<file path="src/rtl/serial_deser_buf_pkg.sv">
// Shared types and helpers for the serial deserializer and its serializer peer.
// SERDES_PARITY_CHK_EN adds a trailing even-parity bit to every frame.
package serial_deser_buf_pkg;

    typedef enum logic {
        S_COLL  = 1'b0,
        S_STALL = 1'b1
    } state_t;

    localparam logic DIR_LSB_FIRST = 1'b0;
    localparam logic DIR_MSB_FIRST = 1'b1;

    function automatic int cnt_width(input int w);
        return $clog2(w + 2);
    endfunction

    function automatic int frame_len(input int w);
`ifdef SERDES_PARITY_CHK_EN
        return w + 1;
`else
        return w;
`endif
    endfunction

endpackage

</file>
<file path="src/rtl/serial_deser_buf_shift_in.sv">
// Shift-in datapath: collects serial bits, counts them, latches frame order.
// Parity accumulation exists only when SERDES_PARITY_CHK_EN is defined.
module serial_shift_in
    import serial_deser_buf_pkg::*;
#(
    parameter int W = 4
) (
    input  logic         clk,
    input  logic         rst,
    input  logic         i_acc,
    input  logic         i_sin,
    input  logic         i_msbf,
    input  logic         i_clr,
    output logic [W-1:0] o_sh,
    output logic [W-1:0] o_sh_next,
    output logic         o_last,
    output logic         o_par,
    output logic         o_par_next
);

    localparam int CW   = cnt_width(W);
    localparam int FLEN = frame_len(W);
    localparam logic [CW-1:0] LAST = CW'(FLEN - 1);
    localparam logic [CW-1:0] DLEN = CW'(W);

    logic [W-1:0]  r_sh;
    logic [CW-1:0] r_cnt;
    logic          r_mode;

    logic          w_first;
    logic          w_mode;
    logic [W-1:0]  w_shift;

    // The first bit of a frame already follows the freshly sampled order.
    assign w_first   = (r_cnt == '0);
    assign w_mode    = w_first ? i_msbf : r_mode;
    assign w_shift   = (w_mode == DIR_MSB_FIRST) ? {r_sh[W-2:0], i_sin}
                                                 : {i_sin, r_sh[W-1:1]};
    assign o_sh_next = (r_cnt < DLEN) ? w_shift : r_sh;
    assign o_sh      = r_sh;
    assign o_last    = (r_cnt == LAST);

    always_ff @(posedge clk) begin
        if (rst) begin
            r_sh   <= '0;
            r_cnt  <= '0;
            r_mode <= DIR_LSB_FIRST;
        end else begin
            if (i_clr) begin
                r_cnt <= '0;
            end else if (i_acc) begin
                r_cnt <= r_cnt + CW'(1);
            end
            if (i_acc) begin
                r_sh <= o_sh_next;
                if (w_first) begin
                    r_mode <= i_msbf;
                end
            end
        end
    end

`ifdef SERDES_PARITY_CHK_EN
    logic r_par;

    // Running XOR over data and parity bit: nonzero means an odd total.
    always_ff @(posedge clk) begin
        if (rst) begin
            r_par <= 1'b0;
        end else if (i_acc) begin
            r_par <= w_first ? i_sin : (r_par ^ i_sin);
        end
    end

    assign o_par      = r_par;
    assign o_par_next = r_par ^ i_sin;
`else
    assign o_par      = 1'b0;
    assign o_par_next = 1'b0;
`endif

endmodule

</file>
<file path="src/rtl/serial_deser_buf.sv">
// Double-buffered serial-to-parallel receiver with valid/ready output.
// SERDES_PARITY_CHK_EN enables the trailing parity bit and PERR reporting.
module serial_deser_buf
    import serial_deser_buf_pkg::*;
#(
    parameter int W = 4
) (
    input  logic         CLK,
    input  logic         RES,
    input  logic         SIN,
    input  logic         SVAL,
    output logic         SRDY,
    input  logic         MSBF,
    output logic [W-1:0] DOUT,
    output logic         OVAL,
    input  logic         ORDY,
    output logic         PERR
);

    state_t       r_state;
    logic [W-1:0] r_dout;
    logic         r_oval;
    logic         r_perr;

    logic [W-1:0] w_sh;
    logic [W-1:0] w_sh_next;
    logic         w_last;
    logic         w_par;
    logic         w_par_next;
    logic         w_acc;
    logic         w_done;
    logic         w_free;
    logic         w_drain;
    logic         w_clr;

    assign SRDY    = (r_state == S_COLL);
    assign w_acc   = SVAL && SRDY;
    assign w_done  = w_acc && w_last;
    assign w_drain = r_oval && ORDY;
    assign w_free  = !r_oval || ORDY;
    assign w_clr   = (r_state == S_COLL) ? (w_done && w_free) : w_drain;

    serial_shift_in #(.W(W)) u_shift (
        .clk        (CLK),
        .rst        (RES),
        .i_acc      (w_acc),
        .i_sin      (SIN),
        .i_msbf     (MSBF),
        .i_clr      (w_clr),
        .o_sh       (w_sh),
        .o_sh_next  (w_sh_next),
        .o_last     (w_last),
        .o_par      (w_par),
        .o_par_next (w_par_next)
    );

    always_ff @(posedge CLK) begin
        if (RES) begin
            r_state <= S_COLL;
            r_dout  <= '0;
            r_oval  <= 1'b0;
            r_perr  <= 1'b0;
        end else begin
            unique case (r_state)
                S_COLL: begin
                    if (w_done && w_free) begin
                        r_dout <= w_sh_next;
                        r_oval <= 1'b1;
                        r_perr <= w_par_next;
                    end else begin
                        if (w_done) begin
                            r_state <= S_STALL;
                        end
                        if (w_drain) begin
                            r_oval <= 1'b0;
                            r_perr <= 1'b0;
                        end
                    end
                end
                // Held word moves out as soon as the consumer drains.
                S_STALL: begin
                    if (w_drain) begin
                        r_dout  <= w_sh;
                        r_perr  <= w_par;
                        r_state <= S_COLL;
                    end
                end
                default: r_state <= S_COLL;
            endcase
        end
    end

    assign DOUT = r_dout;
    assign OVAL = r_oval;
    assign PERR = r_perr;

endmodule

</file>
<file path="config.mk">
export PLATFORM = sky130hd
export DESIGN_NAME = serial_deser_buf
export DESIGN_NICKNAME = d
export VERILOG_FILES = /design/src/rtl/serial_deser_buf_pkg.sv /design/src/rtl/serial_deser_buf_shift_in.sv /design/src/rtl/serial_deser_buf.sv
export SDC_FILE = /design/constraint.sdc
export NUM_CORES = 1
export LEC_CHECK = 0
export CAP_MARGIN = 30
export CORE_ASPECT_RATIO = 0.9
export CORE_MARGIN = 2
export CORE_UTILIZATION = 39
export CTS_CLUSTER_DIAMETER = 40
export CTS_CLUSTER_SIZE = 8
export DETAILED_ROUTE_END_ITERATION = 10
export GPL_TIMING_DRIVEN = 0
export MAX_ROUTING_LAYER = met4
export PLACE_DENSITY = 0.7
export SYNTH_ARGS = -nofsm -noshare
export SYNTH_HDL_FRONTEND = slang
export SYNTH_SLANG_ARGS = --single-unit
</file>
<file path="constraint.sdc">
create_clock -name CLK -period 4.49 [get_ports CLK]
set_input_delay 0.6735 -clock CLK [delete_from_list [all_inputs] [get_ports CLK]]
set_output_delay 0.6735 -clock CLK [all_outputs]
set_load 0.02 [all_outputs]
</file>
; Word-level counts from Yosys, hierarchy flattened
; Index checks and enable logic that the tools add are counted.
[word_totals]
ff_bits = 15
output_inout_bits = 7
[classes]
addsub = 1
n_lt_le_gt_ge = 1
n_eq_ne = 3
muxes = 16
n_bitwise = 1
reduce_logical = 11
[ops]
columns = cell, count
row1 = 2-to-1 mux 4 bit, 4
row2 = 2-to-1 mux 1 bit, 9
row3 = one-hot mux 4 bit (2 select lines), 1
row4 = logical AND 1 bit, 4
row5 = inequality test 2 x 1 -> 1 bit (second input constant), 2
row6 = one-hot mux 1 bit (2 select lines), 2
row7 = AND reduction 2 bit, 2
row8 = adder 3 x 1 -> 3 bit (second input constant), 1
row9 = == test 3 x 2 -> 1 bit (second input constant), 1
row10 = logical NOT 3 bit, 1
row11 = < comparator 3 bit (second input constant), 1
row12 = nonzero test 2 bit, 1
row13 = OR reduction 2 bit, 1
row14 = logical NOT 1 bit, 1
row15 = logical OR 1 bit, 1
row16 = inverter 1 bit, 1

; Logic depth before layout (Yosys ltp)
; Gate-level depths: netlist (run 1).
[logic_depth]
word_depth = 6
depth_mapped = 6
depth_no_buf = 6

; Cells and area by module
; Synthesis (run 1) repeated with hierarchy kept, for this count alone.
[hier_totals]
hier_cells = 89
hier_area_um2 = 828.3
[modules_own_cells]
columns = module, instances, cells_each, area_each_um2
row1 = serial_shift_in, 1, 50, 447.9
row2 = serial_deser_buf, 1, 39, 380.4

; Worst setup path before layout (run 1)
; No wires, ideal clock.
[synth_path]
path_type = reg-to-reg
from = register u_shift.r_cnt[0]
to = register u_shift.r_sh[3], in the netlist u_shift.o_sh[3]
setup_time_ns = 0.141
arrival_ns = 1.359
slack_ns = 2.989
stages_incl_launch_ff = 7
path_buffers = 0
cell_sequence = dfxtp_1 > inv_1 > ha_1 > nor2b_2 > mux2i_4 > mux2i_1 > a311oi_1
[synth_via]
elab_chain_cells = 4
[synth_lines]
columns = item, line_no
row1 = "start, declared", serial_deser_buf_shift_in.sv:27  ; logic [CW-1:0] r_cnt;
row2 = "start signal, assigned", serial_deser_buf_shift_in.sv:52  ; r_cnt <= r_cnt + CW'(1);
row3 = logical NOT 3 bit, serial_deser_buf_shift_in.sv:35  ; assign w_first = (r_cnt == '0);
row4 = 2-to-1 mux 1 bit, serial_deser_buf_shift_in.sv:36  ; assign w_mode = w_first ? i_msbf : r_mode;
row5 = 2-to-1 mux 4 bit, serial_deser_buf_shift_in.sv:37  ; assign w_shift = (w_mode == DIR_MSB_FIRST) ? {r_sh[W-2:0], i_sin}
row6 = 2-to-1 mux 4 bit (*), serial_deser_buf_shift_in.sv:39  ; assign o_sh_next = (r_cnt < DLEN) ? w_shift : r_sh;
row7 = "end signal, assigned", serial_deser_buf_shift_in.sv:55  ; r_sh <= o_sh_next;
row8 = "end, declared", serial_deser_buf_shift_in.sv:26  ; logic [W-1:0] r_sh;
; Mark *: on every way between the ends. The rest lies on a longest branch, timed or not.
; A chain may end at the register's enable or synchronous reset.

; Worst setup path in the final report (run 1)
[layout_path]
from = register r_state
to = output SRDY
[layout_via]
elab_chain_cells = 1
[layout_lines]
columns = item, line_no
row1 = "start, declared", serial_deser_buf.sv:20  ; state_t r_state;
row2 = "start signal, assigned", serial_deser_buf.sv:59  ; r_state <= S_COLL;
row3 = "start signal, assigned", serial_deser_buf.sv:72  ; r_state <= S_STALL;
row4 = "start signal, assigned", serial_deser_buf.sv:85  ; r_state <= S_COLL;
row5 = inverter 1 bit, --
row6 = "end, declared", serial_deser_buf.sv:12  ; output logic SRDY,
; Every way passes these cells.

==> run metrics, run 1 <==
status complete, no violations; CTS Buffer Depth 2; area used by sequential logic in the layout 300.3 um^2; slew at the pin closest to its max-slew limit 461.1 ps; LEAKAGE 0.3207 nW; post-detailed-route DRC marker count 0; reported max-cap violation count 0; gate count of the mapped netlist 79; Warnings, synthesis 0; Hold Path Stages 2; via count of the first global-routing pass 611; nets in the synthesized netlist 88; number of detailed-route iterations in the first pass 4; antenna violations before repair 0; total via count in the routed design 639; Row Count 14; switching portion of total power 0.2732; hold violation total from the final report 0; Max Used Layer met4; H-tree Lvls 1; post_cts resized 0; Starting Density 0.4242; Final Total Pwr 0.2714 mW; simple logic cell fraction of the synthesized area 0.1389; mux contribution to synthesized area 0.08681; met1 WL 727 um; Crit path arrival time 1370 ps; number of hold buffers added after cts 0; post-synthesis share of cell area spent on full adders, half adders and majority gates 0.05208; type of the most critical hold path reg2reg; internal cell power 0.1972 mW; sequential element share of the synthesized area 0.4167; first-iteration detailed-routing DRC count 17; cell count of the worst reg-to-reg path 6; total clock sinks 15; Detailed Route WL 1573 um; final-stage net count 105; floorplan die area 2208 um^2; most common cell after layout, fill and taps aside dfxtp_1; count of different cell masters after synthesis 25; fraction of layout cells with a size suffix above 1 0.07368; total of buffers placed on input and output ports 12; unrepaired setup endpoints after global routing no; critical path startpoint r_state; worst-case headroom to the max-slew limit 0.6926; minimum setup slack among reg-to-reg paths 2690 ps; area of the multi-input gates 385.4 um^2; Synth Register Bits 15; area after detailed placement 870.8 um^2; pre-CTS setup slack 2303 ps; diodes inserted 0; grt total ovfl 0; top-level port count 13; count of buffers added by post-CTS timing repair for setup 0; Num CTS Buffers 3; register share of total power 0.539; Comb pwr share 0.173; Clock Pin Slew Worst Setup and Hold Paths 90 ps; worst supply voltage drop on vdd 0.1238 mV; mean cell area of the mapped netlist 9.123 um^2; final period demand of the worst path 2045 ps; DR WL met2 717 um; Worst Setup Slack, final 2445 ps; Synth Area in Compound Gates 0.2448; power density normalized to cell area 302.5 nW/um^2; final-report setup violation count 0; global-route wire length before repair 2670 um; post-DR vias/cell 5.370; overall fraction of global-route tracks in use 0.1702; Hold Slack 446.7 ps; clock tree from TritonCTS yes; most frequent cells in the layout dfxtp_1, clkdlybuf4s50_1, nand2_1, a21oi_1, inv_1; max-slew violation total from the final report 0; worst clock skew 1.948 ps; launch instance of the worst register-to-register path u_shift.r_cnt[0]; number of inserted filler cells in the final layout 179; routed wire length on met3 95 um; Die Span Y 44.78 um; switching power 0.07413 mW; HPWL Detailed 1168 um; Core Region 1699 um^2; worst path required time 3820 ps; clock network power share 0.288; type of the worst setup path reg2out; die width 49.31 um; average detailed-routed wire length per instance 13.22 um; global placer's final weighted congestion 0.7662; worst setup path endpoint SRDY; Final TNS setup 0 ps; area added between synthesis and finish 24.48%; maximum fanout along the worst path 5; largest net degree at the start of global routing 11; final period utilization 0.4554; netlist area before placement 720.7 um^2; remaining antenna violation count 0; kind of capture point of the worst setup path output port; Root Buffer Master clkbuf_4; startpoint type of the worst setup path register; main combinational cell family by area after synthesis compound AO/OA/AOI/OAI gates; Peak Freq 0.4891 GHz; clk_lat worst skew 290 ps; r2r endpoint DOUT[1]; Design Area, Final 897.1 um^2; xor and xnor fraction of the mapped netlist area 0.01215
==> synthesized netlist by cell type <==
| cell | instances | area share |
|---|---|---|
| a21boi_0 | 1 | 0.010 |
| ha_1 | 3 | 0.052 |
| clkbuf_1 | 3 | 0.016 |
| nand2_1 | 8 | 0.042 |
| and4b_1 | 1 | 0.014 |
| buf_2 | 1 | 0.0069 |
| mux2i_1 | 4 | 0.056 |
| a21oi_2 | 1 | 0.012 |
| nor2b_1 | 2 | 0.017 |
| xnor2_1 | 1 | 0.012 |
| a21oi_1 | 8 | 0.056 |
| a221oi_1 | 4 | 0.049 |
| a2111oi_0 | 1 | 0.012 |
| dfxtp_1 | 15 | 0.42 |
| inv_1 | 5 | 0.026 |
| a21o_1 | 2 | 0.021 |
| nand3b_1 | 1 | 0.010 |
| mux2i_4 | 1 | 0.031 |
| nor2b_2 | 1 | 0.012 |
| a311oi_1 | 4 | 0.049 |
| nor3_1 | 2 | 0.014 |
| o21ai_0 | 4 | 0.028 |
| nand3_1 | 2 | 0.014 |
| a31oi_1 | 1 | 0.0087 |
| nor2_1 | 3 | 0.016 |
==> registers in the layout, indices dropped and copies added (netlist names) <==
signal          flops
u_shift.r_mode      1
r_state             1
u_shift.o_sh        4
DOUT                4
PERR                1
OVAL                1
u_shift.r_cnt       3
==> cell type report <==
| type | instances | share of cell area |
|---|---|---|
| sequential | 15 | 0.3347 |
| timing repair buffer | 12 | 0.1339 |
| tap | 24 | 0.03347 |
| clock buffer | 4 | 0.02929 |
| inverter | 5 | 0.02092 |
| buffer | 4 | 0.01813 |
| multi-input combinational | 55 | 0.4296 |
==> logic make-up (layout without fill, tap and decap cells) <==
group	count (synthesis)	count (layout)
AO/OA/AOI/OAI	26	26
XOR/XNOR	1	1
adder cells (fa/ha/maj)	3	3
buffers and inverters	9	25
flip-flops	15	15
multiplexers	5	5
AND/OR/NAND/NOR	20	20
==> metrics by stage <==
step | instances | util
CTS | 119 | 0.5280
detailed placement | 115 | 0.5125
finish | 119 | 0.5280
global route | 119 | 0.5280
global placement | 115 | 0.5125
floorplan | 79 | -
==> power groups by stage <==
| stage | logic (mW) | registers [mW] | clock network, mW |
|---|---|---|---|
| 5_1_grt | 0.0517 | 0.147 | 0.0860 |
| 6_report | 0.0470 | 0.146 | 0.0781 |
| 3_5_place_dp | 0.0467 | 0.150 | 0 |
| 4_1_cts | 0.0470 | 0.146 | 0.0826 |
| 3_3_place_gp | 0.0450 | 0.149 | 0 |
| 2_1_floorplan | 0.0327 | 0.148 | 0 |
==> layer usage <==
layer / GRT usage / vias up
met2: 0.2757 / 23
met1: 0.1933 / 291
met4: 0.08571 / 0
met5: - / -
li1: - / 321
met3: 0.05298 / 4
==> worst min-delay path by stage <==
stage                          end           start  slack (ps)
finish                        PERR            PERR         450
global placement              PERR            PERR         420
floorplan           u_shift.r_mode  u_shift.r_mode         470
CTS                           PERR            PERR         450
detailed placement            PERR            PERR         430
global route                  PERR            PERR         500
==> worst max-delay path, cell delays in order (launching register included) <==
cell             delay, ps
dfxtp_1                360
inv_1                  110
clkdlybuf4s50_1        620
Note: power is estimated with default switching activity, not from simulation.
==> run 2, diff against run 1 <==
- PLACE_DENSITY: 0.7 -> 0.73
- clock period: 4.49 -> 1.7 ns (I/O delays scaled with it)
==> run 2 against run 1 <==
Compared with the run above:
- clock skew increased by 2.7 ps
- first-iteration DRC count increased by 12%
- combinational power grew to 2.7 times the previous value
- die area unchanged
- largest power group unchanged
==> run metrics, run 2 (synthesized netlist as in run 1, its figures left out) <==
Clock Pin Slew Worst Setup and Hold Paths 90 ps (about the same); most frequent cells in the layout dfxtp_1, clkdlybuf4s50_1, nand2_1, a21oi_1, inv_1 (unchanged); Starting Density 0.4242 (unchanged); maximum fanout along the worst path 5 (unchanged); area used by sequential logic in the layout 301.5 um^2 (was 300.3 um^2); switching power 0.2025 mW (was 0.07413 mW); antenna violations before repair 0 (unchanged); kind of cell with the highest combined delay on the critical path buffers and inverters (unchanged); remaining antenna violation count 0 (unchanged); total of buffers placed on input and output ports 12 (unchanged); max-slew violation total from the final report 0 (unchanged); Detailed Route WL 1453 um (was 1573 um); average detailed-routed wire length per instance 12.01 um (was 13.22 um); Crit path arrival time 1370 ps (about the same); kind of capture point of the worst setup path output port (unchanged); global placer's final weighted congestion 0.8536 (was 0.7662); floorplan die area 2208 um^2 (unchanged); total clock sinks 15 (unchanged); final period utilization 0.9537; area of the multi-input gates 410.4 um^2 (was 385.4 um^2); Finished Core Util 0.5530 (was 0.5280); Row Count 14 (unchanged); diodes inserted 0 (unchanged); top-level port count 13 (unchanged); Die Span Y 44.78 um (unchanged); type of the worst setup path reg2out (unchanged); critical path cell sequence inv_1, clkdlybuf4s50_1 (unchanged); final-stage net count 107 (was 105); power density normalized to cell area 771.9 nW/um^2 (was 302.5 nW/um^2); type of the most critical hold path reg2reg (unchanged); global-route wire length before repair 2346 um (was 2670 um); post-detailed-route DRC marker count 0 (unchanged); die width 49.31 um (unchanged); LEAKAGE 0.3405 nW (was 0.3207 nW); grt total ovfl 0 (unchanged); worst path required time 1440 ps (was 3820 ps); cell with the largest stage delay on the worst path clkdlybuf4s50_1 (unchanged); fraction of layout cells with a size suffix above 1 0.1237 (was 0.07368); combined buffer and inverter count along the critical path 2 (unchanged); register share of total power 0.534 (was 0.539); final-report setup violation count 0 (unchanged); largest net degree at the start of global routing 11 (unchanged); first-iteration detailed-routing DRC count 19 (was 17); CTS Buffer Depth 2 (unchanged); Num CTS Buffers 3 (unchanged); internal cell power 0.5229 mW (was 0.1972 mW); reported max-cap violation count 0 (unchanged); post-DR vias/cell 5.182 (was 5.370); worst-case headroom to the max-slew limit 0.6906 (was 0.6926); slew at the pin closest to its max-slew limit 464.2 ps (was 461.1 ps); HPWL Detailed 1069 um (was 1168 um); Root Buffer Master clkbuf_4 (unchanged); number of inserted filler cells in the final layout 153 (was 179); clock network power share 0.288 (about the same); total via count in the routed design 627 (was 639); via count of the first global-routing pass 573 (was 611); most common cell after layout, fill and taps aside dfxtp_1 (unchanged); worst clock skew 4.696 ps (was 1.948 ps); clk_lat worst skew 290 ps (about the same); final period demand of the worst path 1621 ps; startpoint type of the worst setup path register (unchanged); area added between synthesis and finish 30.38% (was 24.48%); Peak Freq 0.6168 GHz; H-tree Lvls 1 (unchanged); stage delay of the slowest cell on the critical path 610 ps (was 620 ps); hold violation total from the final report 0 (unchanged); unrepaired setup endpoints after global routing yes (was no); worst supply voltage drop on vdd 0.5264 mV (was 0.1238 mV); Comb pwr share 0.178 (was 0.173); status complete, no violations (unchanged); Final TNS setup 0 ps (unchanged); switching portion of total power 0.2791 (was 0.2732); clock tree from TritonCTS yes (unchanged); overall fraction of global-route tracks in use 0.1416 (was 0.1702); number of detailed-route iterations in the first pass 4 (unchanged); Core Region 1699 um^2 (unchanged)
==> run 2: cell count changes in the layout (fill, tap and decap cells not counted), sizes merged <==
cell	before	now
buf	1	3
clkinv	0	1
clkbuf	7	6
==> run 2: final cells by class <==
| type | count | area share |
|---|---|---|
| Buffer | 4 | 0.01731 |
| Clock buffer | 3 | 0.02397 |
| Clock inverter | 1 | 0.005326 |
| Inverter | 5 | 0.01997 |
| Multi-Input combinational cell | 55 | 0.4368 |
| Sequential cell | 15 | 0.3209 |
| Tap cell | 24 | 0.03196 |
| Timing Repair Buffer | 14 | 0.1438 |
==> run 2: path summary, 6_finish.rpt <==
check / from / depth (start not counted) / end / slack [ps]
min reg2reg: PERR / 2 / PERR / 430
max: r_state / 2 / SRDY / 80
min: PERR / 2 / PERR / 430
max reg2reg: u_shift.r_cnt[0] / 6 / DOUT[0] / 110
==> run 2: timing repair <==
item | in CTS | in global routing
pin swaps | 1 | 5
gates resized for setup | 1 | 4
setup buffers | 1 | 1
setup endpoints to repair | 4 | 8
hold buffers | 0 | 0
==> run 2: per-stage QoR <==
step | hold WS [ps] | setup WS [ps] | cell area [um^2] | cells | total power, mW
floorplan | 333.7 | 199.2 | 720.7 | 79 | 0.4785
global placement | 420.5 | -47.69 | 870.8 | 115 | 0.5117
detailed placement | 427.9 | -39.32 | 870.8 | 115 | 0.5149
CTS | 440.6 | 29.27 | 913.4 | 120 | 0.7198
global route | 473.9 | -6.600 | 939.7 | 121 | 0.7476
finish | 434.9 | 78.75 | 939.7 | 121 | 0.7254
==> run 2: metal layers <==
metal | vias up | GRT usage | share of wire
li1 | 324 | - | -
met1 | 283 | 0.1871 | 0.51
met2 | 15 | 0.2135 | 0.42
met3 | 5 | 0.01325 | 0.039
met4 | 0 | 0.08571 | 0.023
met5 | - | - | 0
==> run 2: worst reg2reg max path, cell delays in order, from the launching register on <==
cell,delay (ps)
dfxtp_2,360
ha_1,190
ha_4,160
nand3b_1,170
a21oi_4,240
o21ai_0,120
a221oi_1,270
==> run 2: power by group through the flow <==
stage | Clock, mW | Combinational, mW | Sequential, mW
floorplan | 0 | 0.0864 | 0.392
CTS | 0.212 | 0.122 | 0.386
global placement | 0 | 0.118 | 0.393
finish | 0.209 | 0.129 | 0.387
detailed placement | 0 | 0.121 | 0.394
global route | 0.218 | 0.140 | 0.389
